`config.mk`:
```
export PLATFORM = sky130hd
export DESIGN_NAME = ins_fetch
export DESIGN_NICKNAME = d
export VERILOG_FILES = /design/src/rtl/ins_fetch.sv
export SDC_FILE = /design/constraint.sdc
export NUM_CORES = 1
export LEC_CHECK = 0
export CAP_MARGIN = 0
export CORE_UTILIZATION = 45
export CTS_BUF_LIST = sky130_fd_sc_hd__clkbuf_8
export DETAILED_ROUTE_END_ITERATION = 12
export PLACE_DENSITY_LB_ADDON = 0.3
export RECOVER_POWER = 50
export REMOVE_ABC_BUFFERS = 1
export SYNTH_ARGS = -nofsm -noshare
export SYNTH_HDL_FRONTEND = slang
export SYNTH_SLANG_ARGS = --single-unit
```
`constraint.sdc`:
```
create_clock -name clk -period 1.7 [get_ports clk]
set_input_delay 0.34 -clock clk [delete_from_list [all_inputs] [get_ports clk]]
set_output_delay 0.34 -clock clk [all_outputs]
set_load 0.005 [all_outputs]
```
`src/rtl/ins_fetch.sv`:
```
// Instruction fetch unit: reads the word at PC from instruction memory and
// hands it to the IR with a one-cycle load strobe; aborts on memory timeout.
module ins_fetch #(
    parameter int unsigned TMO_CYC = 15
) (
    input  logic        clk,
    input  logic        rst_n,
    input  logic        fetch_en,
    input  logic        pc_ld,
    input  logic [15:0] pc_in,
    output logic        mem_req,
    output logic [15:0] mem_addr,
    input  logic        mem_ack,
    input  logic [15:0] mem_rdata,
    output logic [15:0] ins_out,
    output logic        il_out,
    output logic [15:0] pc_out,
    output logic        busy,
    output logic        fetch_err
);

    typedef enum logic [1:0] {
        S_IDLE = 2'd0,
        S_REQ  = 2'd1,
        S_LOAD = 2'd2
    } state_e;

    localparam logic [7:0] TMO_LIM = 8'(TMO_CYC);

    state_e      state_q, state_d;
    logic [15:0] pc_q, pc_d;
    logic [15:0] ins_q, ins_d;
    logic        il_q, il_d;
    logic        req_q, req_d;
    logic [15:0] addr_q, addr_d;
    logic        err_q, err_d;
    logic [7:0]  cnt_q, cnt_d;
    logic [7:0]  cnt_inc_s;
    logic        busy_s;

    // State and registered-output update; reset aborts any fetch in flight.
    always_ff @(posedge clk or negedge rst_n) begin
        if (!rst_n) begin
            state_q <= S_IDLE;
            pc_q    <= 16'h0000;
            ins_q   <= 16'h0000;
            il_q    <= 1'b0;
            req_q   <= 1'b0;
            addr_q  <= 16'h0000;
            err_q   <= 1'b0;
            cnt_q   <= 8'd0;
        end else begin
            state_q <= state_d;
            pc_q    <= pc_d;
            ins_q   <= ins_d;
            il_q    <= il_d;
            req_q   <= req_d;
            addr_q  <= addr_d;
            err_q   <= err_d;
            cnt_q   <= cnt_d;
        end
    end

    // Next-state and next-register values.
    always_comb begin
        state_d   = state_q;
        pc_d      = pc_q;
        ins_d     = ins_q;
        il_d      = 1'b0;
        req_d     = req_q;
        addr_d    = addr_q;
        err_d     = err_q;
        cnt_d     = cnt_q;
        cnt_inc_s = cnt_q + 8'd1;
        case (state_q)
            S_IDLE: begin
                if (pc_ld) begin
                    pc_d  = pc_in;
                    err_d = 1'b0;
                end else begin
                    pc_d = pc_q;
                end
                // A same-cycle pc_ld redirects this very fetch to pc_in.
                if (fetch_en) begin
                    state_d = S_REQ;
                    req_d   = 1'b1;
                    addr_d  = pc_ld ? pc_in : pc_q;
                    cnt_d   = 8'd0;
                end else begin
                    state_d = S_IDLE;
                end
            end
            S_REQ: begin
                // An ack on the final allowed cycle still completes normally.
                if (mem_ack) begin
                    ins_d   = mem_rdata;
                    il_d    = 1'b1;
                    req_d   = 1'b0;
                    state_d = S_LOAD;
                end else if (cnt_inc_s == TMO_LIM) begin
                    cnt_d   = cnt_inc_s;
                    req_d   = 1'b0;
                    err_d   = 1'b1;
                    state_d = S_IDLE;
                end else begin
                    cnt_d   = cnt_inc_s;
                    state_d = S_REQ;
                end
            end
            S_LOAD: begin
                pc_d    = pc_q + 16'd1;
                state_d = S_IDLE;
            end
            default: begin
                req_d   = 1'b0;
                state_d = S_IDLE;
            end
        endcase
    end

    // Status derived directly from the state register.
    always_comb begin
        busy_s = (state_q != S_IDLE);
    end

    assign mem_req   = req_q;
    assign mem_addr  = addr_q;
    assign ins_out   = ins_q;
    assign il_out    = il_q;
    assign pc_out    = pc_q;
    assign busy      = busy_s;
    assign fetch_err = err_q;

endmodule
```
# Yosys cells after proc, flatten, opt, wreduce, memory -nomap -nowiden
# Cells that the tools add are included.
# Widths: inputs -> output; s select.
[totals] register_bits=61 out_inout_bits=52
[op_classes] n_addsub=2 eq_ne=8 muxes=19 bitwise=1 reduce_logical=9
[op_table] cell="$pmux 16 s2" count=1
[op_table] cell="$add 16x1->16 const B" count=1
[op_table] cell="$mux 16" count=1
[op_table] cell="$mux 8" count=2
[op_table] cell="$pmux 8 s2" count=1
[op_table] cell="$mux 1" count=10
[op_table] cell="$add 8x1->8 const B" count=1
[op_table] cell="$eq 8x4->1 const B" count=1
[op_table] cell="$ne 2x2->1 const B" count=4
[op_table] cell="$reduce_and 3->1" count=2
[op_table] cell="$reduce_bool 2->1" count=3
[op_table] cell="$pmux 2 s2" count=1
[op_table] cell="$reduce_and 2->1" count=2
[op_table] cell="$reduce_and 4->1" count=1
[op_table] cell="$ne 3x3->1 const B" count=1
[op_table] cell="$pmux 1 s3" count=1
[op_table] cell="$eq 2x1->1 const B" count=1
[op_table] cell="$eq 2x2->1 const B" count=1
[op_table] cell="$logic_not 2->1" count=1
[op_table] cell="$mux 2" count=1
[op_table] cell="$pmux 1 s2" count=1
[op_table] cell="$not 1->1" count=1

# Longest topological paths before layout
[depth] depth_word=5 depth_mapped=7 mapped_depth_nobuf=5

# Least setup slack after synthesis
# Ideal clock, no wire load.
[synth_timing] path_kind="register to register" startpoint="register pc_q[0] (netlist: pc_out[0])" endpoint="register pc_q[14] (netlist: pc_out[14])" setup_ns=0.099 arrival_time_ns=1.583 required_time_ns=1.601 slack_ns=0.018 stages_incl_launch_ff=5 path_buffers=0 synth_period_minus_slack_ns=1.682 cell_sequence="dfrtp_1 ha_1 nand3_1 or4_4 a311oi_1"
[synth_via] elab_chain_cells=2
[synth_rtl] element="start: declaration" line="31" rtl="logic [15:0] pc_q, pc_d;"
[synth_rtl] element="start signal: assignment" line="54" rtl="pc_q <= pc_d;"
[synth_rtl] element="$add 16x1->16" line="111" rtl="pc_d = pc_q + 16'd1;"
[synth_rtl] element="$pmux 16 s2" line="75" rtl="case (state_q)"
# No other way between the ends.
# A chain may end at the register's enable or synchronous reset.

# Worst setup path in the final report
[layout_timing] startpoint="register pc_q[2] (netlist: pc_out[2])" endpoint="output pc_out[2]"
[layout_rtl] element="end: declaration" line="17" rtl="output logic [15:0] pc_out,"
# No word-level cell between the ends.

==> run summary <==
The flow ran to the end, but the final reports show violations. The final reports fail on design-rule violations. The total number of vias is 2894.

The number of clock buffers added by TritonCTS is 9. The setup violation total in the final timing report came out at 0. The length of routed met3 wiring is 531 um. The number of instances in the synthesized netlist is 310.

The via count of the first global-routing pass is between 2000 and 3000. The clock tree from TritonCTS is done. After detailed routing, no signal wire sits above met4. The average wire per standard cell is 15.5 um.

The register area came out at 1510 sq um. The final global-route overflow total is 0. The number of nets with antenna violations after detailed routing is 0. The initial utilization of the core area, before any placement, comes to 0.477. The DRC violation count after routing came out at 5.

The area occupied by multi-input gates came out at 1520 sq um. The synthesized cell area is 3100 sq um. The number of warning messages in the yosys log came out at 0. The largest driver fanout on the critical path is 5. The max-cap violation count came out at 0. The post-synthesis sequential area ratio is 0.485.

Dividing the synthesized area by the synthesized cell count gives 9.99 sq um. The via count normalized by instance count came out at 5.53. The worst slack at placement is -4.57 ps.

The count of placed standard cells including taps came out at 488. The number of distinct library cell variants in the gate-level netlist after synthesis came out at 42. Setup repair after global routing could not meet its margin everywhere.

The critical path in this run is classified as reg -> out. In this design, the largest share of critical-path delay is due to buffers and inverters. For the finished layout, the period the worst path requires is about 1700 ps. The finished layout holds 523 standard cells, fillers aside. The floorplan core area is 6490 sq um.

The number of I/O pins came out at 89. In this run, post-CTS hold repair placed 0 buffers. The headroom to the max-slew limit is 0.103. The number of antenna diodes in the final layout is 0. The number of synthesized register bits came out at 60. The final-report hold violation count is 0. The overall die height is 84.9 um.

The worst min-delay path class is in -> async. The ratio of cells with drive above 1 in the final layout is 0.240. For this run, the slowest stage of the critical path takes 490 ps. The wire-length estimate of the detail-placed layout is between 5 and 6 mm. The clock network latency to the later pin of the worst-skew pair is 340 ps.

STA classifies the critical path startpoint as a flip-flop. Measured along the x axis, the die boundary spans 84.9 um. The final design utilization came out at 0.718.

The detailed-route wire length on metal 1 is 3.44 mm. The first detailed-routing pass took 8 iterations. The fmax came out at 604 MHz. The number of synthesized flops with an enable pin is 0. The library cell contributing the largest single delay on the critical path is sky130_fd_sc_hd__clkdlybuf4s50_1. The required time reported for the critical path endpoint came out at 1360 ps. The largest total area in the synthesized netlist belongs to sky130_fd_sc_hd__dfrtp_1.

The number of nets in the layout came out at 483. The proportion of netlist area held by the largest area contributor is 0.485. The number of slew-limit violations in the final report is 0.

Entering global routing, the biggest net connects 61 pins. In the global route stage, overall resource usage came out at 0.233. No sink is reached through more buffers than the 2 on the longest clock path.

The number of clock sinks seen by CTS came out at 60. The power per unit of standard cell area is about 1600 nW/um^2. The detailed route wirelength on metal2 is approximately 4.0 mm. In this run the number of H-tree levels came out at 3. CTS placed an instance of sky130_fd_sc_hd__clkbuf_8 at the clock tree root. The weighted congestion reported at the end of routability-driven placement came out at 0.865.

The first global-routing pass estimated ~13 mm of wire. The most used flip-flop cell after synthesis is sky130_fd_sc_hd__dfrtp_1. The worst setup path is captured at a primary output.

The leakage power of the design is 2.03 nW. The pin slew with the least headroom to its limit is ~1300 ps. Input and output buffers added on the ports amount to 88. The worst setup margin is around 45 ps. The filler cells instantiated in the layout total 489. For this block, the initial DRC count from the detailed router was 204. The post-synthesis to final-layout area growth is 50.6%.

Across the VDD grid, the largest voltage drop is about 1.0 mV. The period utilization is 0.974. The post-synthesis async set-or-reset flop share came out at 1.00. Walking the worst path, the cells encountered are buf_6 > clkdlybuf4s50_1. The clock input transition at the sequential cells of the worst setup and hold paths is 60 ps. The total wire length came out at 8.10 mm. The number of buffer and inverter instances along the worst setup path is 2. The die footprint came out at roughly 7000 sq um. The number of cell rows came out at 29.

The data arrival time of the worst path is 1320 ps. By area the synthesized netlist is led by sky130_fd_sc_hd__dfrtp_1, sky130_fd_sc_hd__mux2_2, sky130_fd_sc_hd__a21oi_1. The clock skew came out at 8.43 ps. The initial antenna violation count was 0.
timing repair:
action | in CTS | in global routing
cloned | 0 | 0
resized for setup | 12 | 21
endpoints found under the setup margin | 12 | 21
setup buffers | 12 | 9
pin swaps | 1 | 4
placed cells by master, fill, tap and decap left out, types with 2 or more instances in the layout:
master / synthesis / routed
sky130_fd_sc_hd__a21oi_1: 35 / 35
sky130_fd_sc_hd__a31oi_1: 4 / 4
sky130_fd_sc_hd__a41o_1: 3 / 3
sky130_fd_sc_hd__and3_1: 3 / 2
sky130_fd_sc_hd__and4_1: 3 / 3
sky130_fd_sc_hd__buf_12: 0 / 3
sky130_fd_sc_hd__buf_2: 10 / 2
sky130_fd_sc_hd__buf_4: 1 / 46
sky130_fd_sc_hd__buf_6: 0 / 4
sky130_fd_sc_hd__clkbuf_1: 14 / 4
sky130_fd_sc_hd__clkbuf_8: 0 / 10
sky130_fd_sc_hd__clkdlybuf4s50_1: 0 / 79
sky130_fd_sc_hd__clkinv_2: 0 / 3
sky130_fd_sc_hd__dfrtp_1: 60 / 54
sky130_fd_sc_hd__dfrtp_2: 0 / 6
sky130_fd_sc_hd__dlygate4sd2_1: 0 / 4
sky130_fd_sc_hd__dlymetal6s2s_1: 0 / 4
sky130_fd_sc_hd__ha_1: 3 / 2
sky130_fd_sc_hd__inv_1: 8 / 9
sky130_fd_sc_hd__mux2_2: 17 / 17
sky130_fd_sc_hd__mux2i_1: 17 / 17
sky130_fd_sc_hd__nand2_1: 14 / 14
sky130_fd_sc_hd__nand3_1: 12 / 11
sky130_fd_sc_hd__nand3_2: 1 / 2
sky130_fd_sc_hd__nand4_1: 4 / 4
sky130_fd_sc_hd__nor2_1: 27 / 26
sky130_fd_sc_hd__nor2b_1: 3 / 3
sky130_fd_sc_hd__nor3_1: 5 / 3
sky130_fd_sc_hd__nor3_2: 0 / 2
sky130_fd_sc_hd__o21ai_0: 16 / 15
sky130_fd_sc_hd__o221a_2: 2 / 2
sky130_fd_sc_hd__o22a_1: 12 / 12
sky130_fd_sc_hd__o22ai_1: 14 / 14
sky130_fd_sc_hd__xor2_1: 3 / 3
kinds of logic after synthesis:
logic type,Yosys count,share of synthesized area
buffers and inverters,33,0.0453
muxes,34,0.117
AOI/OAI and AO/OA,94,0.192
and+or+nand+nor,82,0.137
adders and majority gates,3,0.0121
xor gates and xnor gates,4,0.0113
DFF,60,0.485
flip-flops by register name (all words and copies together), names as in the netlist:
signal     flops
ins_out       16
mem_addr      16
pc_out        16
cnt_q          8
fetch_err      1
il_out         1
mem_req        1
state_q        1
through the flow:
stage          cell area [sq um]  power, W  hold WS, ps  TNS (ps)
6_report                    4660   0.00762          383         0
3_5_place_dp                4300   0.00618          377     -8.23
2_1_floorplan               2990   0.00400         44.4    -19450
3_3_place_gp                4300   0.00607          374         0
5_1_grt                     4660   0.00815          532     -53.8
4_1_cts                     4570   0.00748         12.6     -8.56
metal layers:
layer | GRT usage | vias up
met5 | 0 | -
met4 | 0.0986 | 0
met3 | 0.0661 | 18
met2 | 0.394 | 95
met1 | 0.280 | 1381
li1 | - | 1400
cell usage after synthesis, types with 2 or more instances:
cell type / instances
sky130_fd_sc_hd__nor2_1: 27
sky130_fd_sc_hd__nor3_1: 5
sky130_fd_sc_hd__o22ai_1: 14
sky130_fd_sc_hd__xor2_1: 3
sky130_fd_sc_hd__a311oi_1: 2
sky130_fd_sc_hd__o221a_2: 2
sky130_fd_sc_hd__nand4_1: 4
sky130_fd_sc_hd__o21ai_0: 16
sky130_fd_sc_hd__inv_1: 8
sky130_fd_sc_hd__mux2_2: 17
sky130_fd_sc_hd__and3_1: 3
sky130_fd_sc_hd__nand3_1: 12
sky130_fd_sc_hd__o22a_1: 12
sky130_fd_sc_hd__ha_1: 3
sky130_fd_sc_hd__nor3b_1: 2
sky130_fd_sc_hd__buf_2: 10
sky130_fd_sc_hd__a41o_1: 3
sky130_fd_sc_hd__dfrtp_1: 60
sky130_fd_sc_hd__and4_1: 3
sky130_fd_sc_hd__nand2_1: 14
sky130_fd_sc_hd__clkbuf_1: 14
sky130_fd_sc_hd__a31oi_1: 4
sky130_fd_sc_hd__a21oi_1: 35
sky130_fd_sc_hd__nor2b_1: 3
sky130_fd_sc_hd__mux2i_1: 17
area by class of cell:
type | count | area share
Clock buffer | 10 | 0.0295
Clock inverter | 4 | 0.00402
Inverter | 8 | 0.00644
Multi-Input combinational cell | 217 | 0.325
Sequential cell | 60 | 0.324
Tap cell | 77 | 0.0207
Timing Repair Buffer | 147 | 0.291
worst paths after layout:
| path | start | endpoint | slack (ps) | depth (start not counted) |
|---|---|---|---|---|
| min in group clk | fetch_err | fetch_err | 490 | 1 |
| max in group asynchronous | rst_n | pc_out[14] | 390 | 2 |
| setup reg to reg | state_q[0] | pc_out[15] | 70 | 7 |
| hold / removal | rst_n | mem_addr[14] | 380 | 2 |
| hold reg to reg | fetch_err | fetch_err | 490 | 1 |
| setup / recovery | pc_out[2] | pc_out[2] | 40 | 2 |
report_power, final:
part           switching, W  internal (W)  leakage, nW
combinational       0.00166       0.00239         1.24
sequential         0.000438       0.00207        0.702
clock              0.000536      0.000539       0.0890
total               0.00263       0.00499         2.03
(Power assumes the default switching activity.)
